$ cat src/rtl/lru_pkg.sv
// lru_pkg
//   Shared definitions for the 4-entry LRU byte buffer and its transmit-side
//   feeder: buffer state_debug encodings, feeder FSM encodings and the default
//   byte width / issue gap used by both designs and their benches.
package lru_pkg;

    typedef enum logic [1:0] {
        LRU_IDLE     = 2'd0,
        LRU_CHECK    = 2'd1,
        LRU_HIT_UPD  = 2'd2,
        LRU_MISS_UPD = 2'd3
    } lru_state_e;

    typedef enum logic {
        FEED_IDLE = 1'b0,
        FEED_WAIT = 1'b1
    } feed_state_e;

    localparam int LRU_DATA_W = 8;
    // 1 idle + 5 check + 5 update cycles of the buffer, plus 1 margin cycle.
    localparam int LRU_GAP    = 12;

endpackage

$ cat src/rtl/lru_feeder_fifo.sv
// lru_feeder_fifo
//   Circular byte FIFO in front of the LRU buffer feeder.
//   Ports:
//     clk, rst       clock / async active-high reset
//     in_valid       upstream byte present
//     in_data        upstream byte
//     in_ready       FIFO not full (combinational from count)
//     pop            consume the head entry (caller only pops when non-empty)
//     head_data      entry at the read pointer
//     count          current occupancy
//     drop           sticky: a byte was offered while full
module lru_feeder_fifo #(
    parameter int DATA_W = 8,
    parameter int DEPTH  = 8
) (
    input  logic                       clk,
    input  logic                       rst,
    input  logic                       in_valid,
    input  logic [DATA_W-1:0]          in_data,
    output logic                       in_ready,
    input  logic                       pop,
    output logic [DATA_W-1:0]          head_data,
    output logic [$clog2(DEPTH):0]     count,
    output logic                       drop
);

    localparam int PTR_W = $clog2(DEPTH);
    localparam int CW    = PTR_W + 1;
    localparam logic [CW-1:0] FULL = CW'(DEPTH);

    if (DEPTH < 2 || (DEPTH & (DEPTH - 1)) != 0) begin : g_depth_chk
        $error("lru_feeder_fifo: DEPTH must be a power of 2 and at least 2");
    end

    logic [DATA_W-1:0] mem [DEPTH];
    logic [PTR_W-1:0]  wr_ptr;
    logic [PTR_W-1:0]  rd_ptr;
    logic              push;

    assign in_ready  = (count < FULL);
    assign push      = in_valid && in_ready;
    assign head_data = mem[rd_ptr];

    // Storage is not reset; only entries behind the pointers are ever read.
    always_ff @(posedge clk) begin
        if (push) begin
            mem[wr_ptr] <= in_data;
        end
    end

    // Pointers wrap naturally because DEPTH is a power of 2.
    always_ff @(posedge clk or posedge rst) begin
        if (rst) begin
            wr_ptr <= '0;
            rd_ptr <= '0;
            count  <= '0;
            drop   <= 1'b0;
        end else begin
            if (push) begin
                wr_ptr <= wr_ptr + PTR_W'(1);
            end
            if (pop) begin
                rd_ptr <= rd_ptr + PTR_W'(1);
            end
            case ({push, pop})
                2'b10:   count <= count + CW'(1);
                2'b01:   count <= count - CW'(1);
                default: count <= count;
            endcase
            if (in_valid && !in_ready) begin
                drop <= 1'b1;
            end
        end
    end

endmodule

$ cat src/rtl/lru_feeder.sv
// lru_feeder
//   Transmit-side companion to the LRU byte buffer. Queues upstream bytes and
//   issues them one at a time as a single-cycle valid_data pulse, holding data
//   stable until the next issue. The buffer has no ready, so issues are paced
//   by a minimum-gap down-counter and by the buffer's reported state.
//   Ports:
//     clk, rst       clock / async active-high reset
//     in_valid       upstream byte present
//     in_data        upstream byte
//     in_ready       FIFO can accept (fifo_count < DEPTH)
//     lru_state      buffer state_debug, 0 = idle
//     valid_data     one-cycle issue pulse to the buffer
//     data           issued byte, held between issues
//     fifo_count     FIFO occupancy
//     issued_count   bytes issued since reset (wraps)
//     drop           sticky overflow flag
//
//   state     | meaning
//   ----------+---------------------------------------------------------
//   FEED_IDLE | ready to issue once the FIFO is non-empty and buffer idle
//   FEED_WAIT | pulse done; counting down the gap, then waiting for idle
module lru_feeder
    import lru_pkg::*;
#(
    parameter int DATA_W = LRU_DATA_W,
    parameter int DEPTH  = 8,
    parameter int GAP    = LRU_GAP,
    parameter int CNT_W  = 16
) (
    input  logic                       clk,
    input  logic                       rst,
    input  logic                       in_valid,
    input  logic [DATA_W-1:0]          in_data,
    output logic                       in_ready,
    input  logic [1:0]                 lru_state,
    output logic                       valid_data,
    output logic [DATA_W-1:0]          data,
    output logic [$clog2(DEPTH):0]     fifo_count,
    output logic [CNT_W-1:0]           issued_count,
    output logic                       drop
);

    localparam int GAP_W = (GAP < 2) ? 1 : $clog2(GAP);

    if (GAP < 2) begin : g_gap_chk
        $error("lru_feeder: GAP must be at least 2");
    end

    feed_state_e       state;
    logic [GAP_W-1:0]  gap;
    logic [DATA_W-1:0] head_data;
    logic              lru_idle;
    logic              issue;

    assign lru_idle = (lru_state == 2'(LRU_IDLE));
    assign issue    = (state == FEED_IDLE) && (fifo_count != '0) && lru_idle;

    lru_feeder_fifo #(
        .DATA_W (DATA_W),
        .DEPTH  (DEPTH)
    ) u_fifo (
        .clk       (clk),
        .rst       (rst),
        .in_valid  (in_valid),
        .in_data   (in_data),
        .in_ready  (in_ready),
        .pop       (issue),
        .head_data (head_data),
        .count     (fifo_count),
        .drop      (drop)
    );

    // Issue edge loads GAP-1; GAP-1 WAIT decrements plus the exit cycle and
    // the next IDLE evaluation put successive pulses at least GAP+1 apart.
    always_ff @(posedge clk or posedge rst) begin
        if (rst) begin
            state        <= FEED_IDLE;
            gap          <= '0;
            valid_data   <= 1'b0;
            data         <= '0;
            issued_count <= '0;
        end else begin
            case (state)
                FEED_IDLE: begin
                    valid_data <= 1'b0;
                    if (issue) begin
                        valid_data   <= 1'b1;
                        data         <= head_data;
                        issued_count <= issued_count + CNT_W'(1);
                        gap          <= GAP_W'(GAP - 1);
                        state        <= FEED_WAIT;
                    end
                end
                FEED_WAIT: begin
                    valid_data <= 1'b0;
                    if (gap != '0) begin
                        gap <= gap - GAP_W'(1);
                    end else if (lru_idle) begin
                        state <= FEED_IDLE;
                    end
                end
                default: begin
                    valid_data <= 1'b0;
                    state      <= FEED_IDLE;
                end
            endcase
        end
    end

endmodule
$ cat config.mk
export PLATFORM = sky130hd
export DESIGN_NAME = lru_feeder
export DESIGN_NICKNAME = d
export VERILOG_FILES = /design/src/rtl/lru_pkg.sv /design/src/rtl/lru_feeder_fifo.sv /design/src/rtl/lru_feeder.sv
export SDC_FILE = /design/constraint.sdc
export NUM_CORES = 1
export LEC_CHECK = 0
export ABC_AREA = 1
export CAP_MARGIN = 10
export CORE_ASPECT_RATIO = 1.5
export CORE_MARGIN = 10
export CORE_UTILIZATION = 30
export CTS_CLUSTER_SIZE = 20
export DETAILED_ROUTE_END_ITERATION = 10
export HOLD_SLACK_MARGIN = 0.15
export PLACE_DENSITY = 0.47
export SETUP_SLACK_MARGIN = 0.1
export SKIP_CTS_REPAIR_TIMING = 1
export SLEW_MARGIN = 10
export SYNTH_ARGS = -nofsm -noshare
export SYNTH_HDL_FRONTEND = slang
export SYNTH_SLANG_ARGS = --single-unit
export TNS_END_PERCENT = 50
$ cat constraint.sdc
create_clock -name clk -period 2.2 [get_ports clk]
set_input_delay 0.33 -clock clk [delete_from_list [all_inputs] [get_ports clk]]
set_output_delay 0.33 -clock clk [all_outputs]
set_load 0.1 [all_outputs]
==> results of run 1 <==
-- power breakdown --
part	switching, mW	internal [mW]	leakage [nW]
sequential	0.242	2.49	1.09
combinational	2.23	0.775	0.986
clock	0.776	0.804	0.143
-- worst reg2reg max path, cell delays in order (launching register included) --
cell	delay (ps)
dfrtp_1	450
or2_4	300
nor2_4	150
nor2_2	70
ha_2	220
nand2_1	70
inv_1	50
nor2_1	120
ha_2	190
a21oi_2	30
xor2_1	140
o21ai_1	110
-- worst paths after layout --
path                                             startpoint                            to  slack [ps]  cells past startpoint
worst max-delay path            u_fifo.count[0]$_DFFE_PP0P_   u_fifo.count[2]$_DFFE_PP0P_         240                     11
worst min-delay path                                    rst            gap[2]$_DFFE_PP0P_         290                      2
worst max register to register  u_fifo.count[0]$_DFFE_PP0P_   u_fifo.count[2]$_DFFE_PP0P_         240                     11
worst min register to register      u_fifo.drop$_DFFE_PP0P_       u_fifo.drop$_DFFE_PP0P_         460                      1
max in group asynchronous                               rst  issued_count[12]$_DFFE_PP0P_        1410                      3
min in group clk                    u_fifo.drop$_DFFE_PP0P_       u_fifo.drop$_DFFE_PP0P_         460                      1
-- cell usage after synthesis --
cell      instances
buf_6             1
nor2_2            1
clkbuf_1          4
o21ai_0          42
xor2_1            7
clkinv_1          1
a21oi_1           2
xnor2_1           7
nand4_1           4
nand2_1          88
edfxtp_1         64
or2_2             1
buf_1             1
dfrtp_1          41
buf_2             6
nor2_1           95
nand3_1          36
buf_4             2
nand3b_1          2
a21o_1            1
inv_2             1
or2_1             1
nand2_2           1
ha_1              7
o21ai_4           1
nor2_4            1
o21ai_1           1
nor3_1            2
inv_1            26
a31oi_1           1
-- routing by layer --
metal	GRT usage (%)	share of wire, %	vias to the layer above
met5	0	0	-
li1	-	-	1585
met4	4.32	1.8	0
met2	17.7	52	45
met1	11.7	43	1482
met3	1.72	2.9	11
-- sequential cells by signal, indices dropped and copies added, names as in the netlist, 3 cells and up --
register	count
u_fifo.rd_ptr	3
data	8
gap	4
u_fifo.wr_ptr	3
u_fifo.mem	64
issued_count	16
u_fifo.count	4
-- kinds of logic after synthesis --
logic type	after synthesis
compound gates	48
flops	105
simple gates	232
xor+xnor	14
buf+inv	42
fa+ha+maj	7
-- final cells by class --
type / count / area share (%)
Inverter: 28 / 1.97
Sequential cell: 105 / 53.3
Clock inverter: 7 / 1.27
Multi-Input combinational cell: 301 / 26.8
Timing Repair Buffer: 52 / 8.05
Tap cell: 199 / 4.50
Clock buffer: 9 / 4.07
-- per-stage QoR --
| stage | cell area (um^2) | util (%) | hold WS [ps] |
|---|---|---|---|
| 2_1_floorplan | 4620 | - | 429 |
| 3_3_place_gp | 5240 | 34.9 | 442 |
| 3_5_place_dp | 5240 | 34.9 | 446 |
| 4_1_cts | 5530 | 36.9 | 297 |
| 5_1_grt | 5540 | 36.9 | 350 |
| 6_report | 5540 | 36.9 | 293 |
-- cell usage in the layout (no fill, tap or decap), types with 2 or more instances in the layout --
cell type and count:
nand2_1 88, nor2_1 87, edfxtp_1 64, o21ai_0 40, dfrtp_1 40, buf_4 38, nand3_1 36, inv_1 24
clkdlybuf4s50_1 12, clkbuf_16 9, nor2_4 7, xnor2_1 7, xor2_1 7, ha_1 5, nand4_1 4, inv_8 4
o21ai_1 3, nor2_2 3, clkinvlp_4 2, clkinv_1 2, nand3b_1 2, nor3_1 2, ha_2 2, clkinv_4 2
buf_12 2
==> reports/metrics.yaml, run 1 <==
detailed_routing:
  drtPass1Iterations: 5
  vias_per_cell: 4.46
  dr_total_vias: 3123
  drcViolationCount: 0
  post_drt_wl_per_cell_um: 14.2
  wl_um: 9940
  drt-initial-drc-count: 202
  antenna_left: 0
worst_setup_path:
  crit_chain: "or2_4, nor2_4, nor2_2, ha_2, nand2_1, inv_1, nor2_1, ha_2, a21oi_2, xor2_1, o21ai_1"
  critical_path_arrival_ps: 2240
  crit_family: "simple AND/OR/NAND/NOR gates"
  max_stage_delay_ps: 450
  path_max_fanout: 5
  worstSetupStartpointType: "flip-flop"
  path_common_cell: "ha_2"
  crit_path_end_kind: "flip-flop"
  critPathKind: "flip-flop to flip-flop"
  crit_required_ps: 2480
  path_buf_inv: 1
  cpMaxStageDelayCell: "dfrtp_1"
synthesis:
  synth.area.top_cells: "edfxtp_1 (42%), dfrtp_1 (23%), nor2_1 (7.8%)"
  synth_xor_area_share_pct: 2.70
  postSynthAreaPerCell_um2: 10.1
  synth.largest_area_cell: "edfxtp_1"
  synth_top_area_share_pct: 42.3
  yosys.cell_types.count: 30
  ys_seq_area_share_pct: 64.8
  synth_top_family_by_area: "simple AND/OR/NAND/NOR gates"
  syn-num-nets: 468
  synth_mux_area_share_pct: 0
  synth_fa_ha_area_share_pct: 1.93
  synthCells: 448
  ys_seq_elements: 105
  yosys.area_share.simple_pct: 21.0
  yosysWarnings: 0
  syn-cell-area_mm2: 0.00455
  synth_compound_area_share_pct: 5.61
job:
  maxCapViolations: 0
grt:
  grt_pass1_vias: 3136
  grt_pass1_wl_um: 16400
  grt.total_usage_pct: 10.0
  antenna_found_initial: 0
  grt_start_max_net_pins: 34
  gr-total-overflow: 0
sta:
  rsz0062_at_grt: "false"
  setup_violations: 0
  layout_min_cycle_time_ps: 1960
  slew_violations: 0
  hold_viol: 0
  worst_pin_slew_ps: 881
  fin_skew_ps: 8.29
  setup_tns_ps: 0
  fin_ws_ps: 237
  max_freq_mhz: 510
  relSlewSlack_pct: 41.2
  final.period_utilization_pct: 89.2
clock_tree:
  cts_tree: "yes"
  clk_pin_slew_worst_paths_ps: 70
  numCtsBuffers: 9
  cts.sinks: 105
  htree_levels: 3
  clk_latency_ps: 350
  clock_path_buffers: 2
  root_buffer: "clkbuf_16"
place:
  hpwl_um: 7000
  io_buffers: 43
  gp_congestion: 0.800
  dpl_worst_slack_ps: 49.8
  place_inst: 685
floorplan:
  die_h_um: 171
  coreArea_mm2: 0.0150
  initial_core_util_pct: 30.3
  die_area_mm2: 0.0206
  rows: 55
  pin_count: 44
  die_w_um: 121
power:
  power.density_mw_per_mm2: 1320
  totalPowerFinal_mw: 7.32
  p_leak_nw: 2.22
  ir_drop_v: 0.000452
final_layout:
  finalNetCount: 517
  multi_input_comb_area_mm2: 0.00149
  seqCellArea_mm2: 0.00295
  antenna_cells: 0
  drive_gt1_share_pct: 15.1
  syn_to_final_growth_pct: 21.7
  post_layout_nonfiller_instances: 701
  fill_cells: 1533
min_path:
  hp-class: "input pin to async pin"
outcome:
  status: "finished, final reports clean"
(Power assumes the default switching activity.)
==> run 2: changes to the inputs <==
--- a/config.mk
+++ b/config.mk
@@ -9,11 +9,11 @@
 export CAP_MARGIN = 10
 export CORE_ASPECT_RATIO = 1.5
 export CORE_MARGIN = 10
-export CORE_UTILIZATION = 30
+export CORE_UTILIZATION = 57
 export CTS_CLUSTER_SIZE = 20
 export DETAILED_ROUTE_END_ITERATION = 10
 export HOLD_SLACK_MARGIN = 0.15
-export PLACE_DENSITY = 0.47
+export PLACE_DENSITY = 0.8
 export SETUP_SLACK_MARGIN = 0.1
 export SKIP_CTS_REPAIR_TIMING = 1
 export SLEW_MARGIN = 10
==> run 2 against run 1 <==
  * Non-clock buffer count is 3 higher
  * Register-to-register slack gained 30 ps
  * Setup slack gained 27 ps
  * Cell area down 2.3%
  * Highest routed layer unchanged
==> reports/metrics.yaml, run 2 (synthesis gave the netlist of run 1 again) <==
grt:
  antenna_found_initial: 0
  grt.total_usage_pct: 16.0
  grt_pass1_wl_um: 15100
  gr-total-overflow: 0
  grt_pass1_vias: 3106
  grt_start_max_net_pins: 34
place:
  io_buffers: 43
  hpwl_um: 6410
  gp_congestion: 0.858
  placed_area_mm2: 0.00511
sta:
  layout_min_cycle_time_ps: 1940
  relSlewSlack_pct: 45.3
  max_freq_mhz: 517
  setup_violations: 0
  rsz0062_at_grt: "false"
  fin_skew_ps: 7.03
  worst_pin_slew_ps: 819
  timing.hold.ws_ps: 305
  final.period_utilization_pct: 88.0
  hold_viol: 0
  slew_violations: 0
worst_setup_path:
  path_common_cell: "nor2_2"
  crit_path_end_kind: "flip-flop"
  max_stage_delay_ps: 440
  critical_path_arrival_ps: 2160
  crit_required_ps: 2430
  crit_chain: "or2_4, nor2_4, nor2_2, ha_4, nor2_1, nor2_2, ha_2, a21oi_2, xor2_1, o21ai_1"
  crit_path_end: "u_fifo.count[2]$_DFFE_PP0P_"
  reg2reg_to: "u_fifo.count[2]$_DFFE_PP0P_"
  critPathLaunch: "u_fifo.count[0]$_DFFE_PP0P_"
  critPathKind: "flip-flop to flip-flop"
  reg2reg_depth: 10
  path_max_fanout: 5
  worstSetupStartpointType: "flip-flop"
  cpMaxStageDelayCell: "dfrtp_2"
  r2r_setup_slack_ps: 260
  r2r_start: "u_fifo.count[0]$_DFFE_PP0P_"
final_layout:
  fill_cells: 586
  reg_top3: "u_fifo.mem: 64 flops, issued_count: 16 flops, data: 8 flops"
  drive_gt1_share_pct: 16.0
  regMostFlops: "u_fifo.mem"
  stdcell_area_mm2: 0.00541
  final_common_cell: "nand2_1"
  seqCellArea_mm2: 0.00295
  antenna_cells: 0
  largest_register_ffs: 64
  multi_input_comb_area_mm2: 0.00150
  final_cell_mix: "nand2_1 (88), nor2_1 (86), edfxtp_1 (64)"
  finalNetCount: 520
  syn_to_final_growth_pct: 18.9
floorplan:
  die_h_um: 129
  rows: 39
  coreArea_mm2: 0.00771
  pin_count: 44
  die_w_um: 92.9
  die_area_mm2: 0.0120
  initial_core_util_pct: 59.0
clock_tree:
  cts_tree: "yes"
  clock_path_buffers: 2
  numCtsBuffers: 9
  clk_pin_slew_worst_paths_ps: 60
  clk_latency_ps: 350
  htree_levels: 3
  cts.sinks: 105
  root_buffer: "clkbuf_16"
outcome:
  status: "finished, final reports clean"
detailed_routing:
  wl_um: 9220
  post_drt_wl_per_cell_um: 15.2
  drcViolationCount: 0
  drtPass1Iterations: 5
  vias_per_cell: 5.29
  dr_total_vias: 3208
  antenna_left: 0
  drt-initial-drc-count: 214
power:
  ir_drop_v: 0.000730
  power.density_mw_per_mm2: 1340
  p_leak_nw: 2.23
min_path:
  hp-class: "input pin to async pin"
job:
  maxCapViolations: 0
## run 2: power by group
part           switching, mW  leakage (nW)  internal [mW]
clock network          0.705         0.138          0.777
registers              0.246          1.09           2.49
logic                   2.23          1.00          0.777
total                   3.18          2.23           4.04
## run 2: per-stage QoR
stage	setup WS [ps]	setup TNS, ps	cells	power, mW	util, %
2_1_floorplan	-455	-1900	448	5.08	-
3_3_place_gp	135	0	591	5.70	66.3
3_5_place_dp	36.1	0	591	5.76	66.3
4_1_cts	137	0	607	7.25	69.9
5_1_grt	129	0	607	7.67	70.1
6_report	265	0	607	7.23	70.1
## run 2: how the worst min path moves through the flow
stage	cells after the start	slack, ps	start	endpoint
floorplan	0	430	in_data[0]	u_fifo.mem[0][0]$_DFFE_PP_
global placement	1	440	u_fifo.drop$_DFFE_PP0P_	u_fifo.drop$_DFFE_PP0P_
detailed placement	1	470	u_fifo.drop$_DFFE_PP0P_	u_fifo.drop$_DFFE_PP0P_
CTS	3	300	rst	u_fifo.wr_ptr[1]$_DFFE_PP0P_
global route	3	320	rst	u_fifo.wr_ptr[1]$_DFFE_PP0P_
finish	3	300	rst	gap[2]$_DFFE_PP0P_
## run 2: metal layers
| layer | wire, um | track usage, % | vias up |
|---|---|---|---|
| li1 | - | - | 1595 |
| met4 | 210 | 8.11 | 0 |
| met2 | 4690 | 27.0 | 96 |
| met1 | 3730 | 18.4 | 1500 |
| met3 | 595 | 4.05 | 17 |
| met5 | 0 | 0 | - |
## run 2: layout make-up
| cell class | count | share of cell area, % |
|---|---|---|
| clock buffers | 9 | 4.17 |
| repair buffers | 55 | 8.19 |
| flip-flops and latches | 105 | 54.6 |
| well taps | 102 | 2.36 |
| clock inverters | 7 | 0.949 |
| inverters | 28 | 2.01 |
| multi-input cells | 301 | 27.7 |
## run 2: worst max-delay path, delay by kind of cell (launching register included)
family / cells / cell delay (ps)
AND/OR/NAND/NOR: 5 / 700
XOR/XNOR: 1 / 150
adder cells (fa/ha/maj): 2 / 350
AO/OA/AOI/OAI: 2 / 180
flip-flops: 1 / 440
==> run 3: changes to the inputs <==
--- a/config.mk
+++ b/config.mk
@@ -15,7 +15,6 @@
 export HOLD_SLACK_MARGIN = 0.15
 export PLACE_DENSITY = 0.8
 export SETUP_SLACK_MARGIN = 0.1
-export SKIP_CTS_REPAIR_TIMING = 1
 export SLEW_MARGIN = 10
 export SYNTH_ARGS = -nofsm -noshare
 export SYNTH_HDL_FRONTEND = slang
==> results of run 3 <==
Final layout, timing and power as in run 2 (identical DEF).
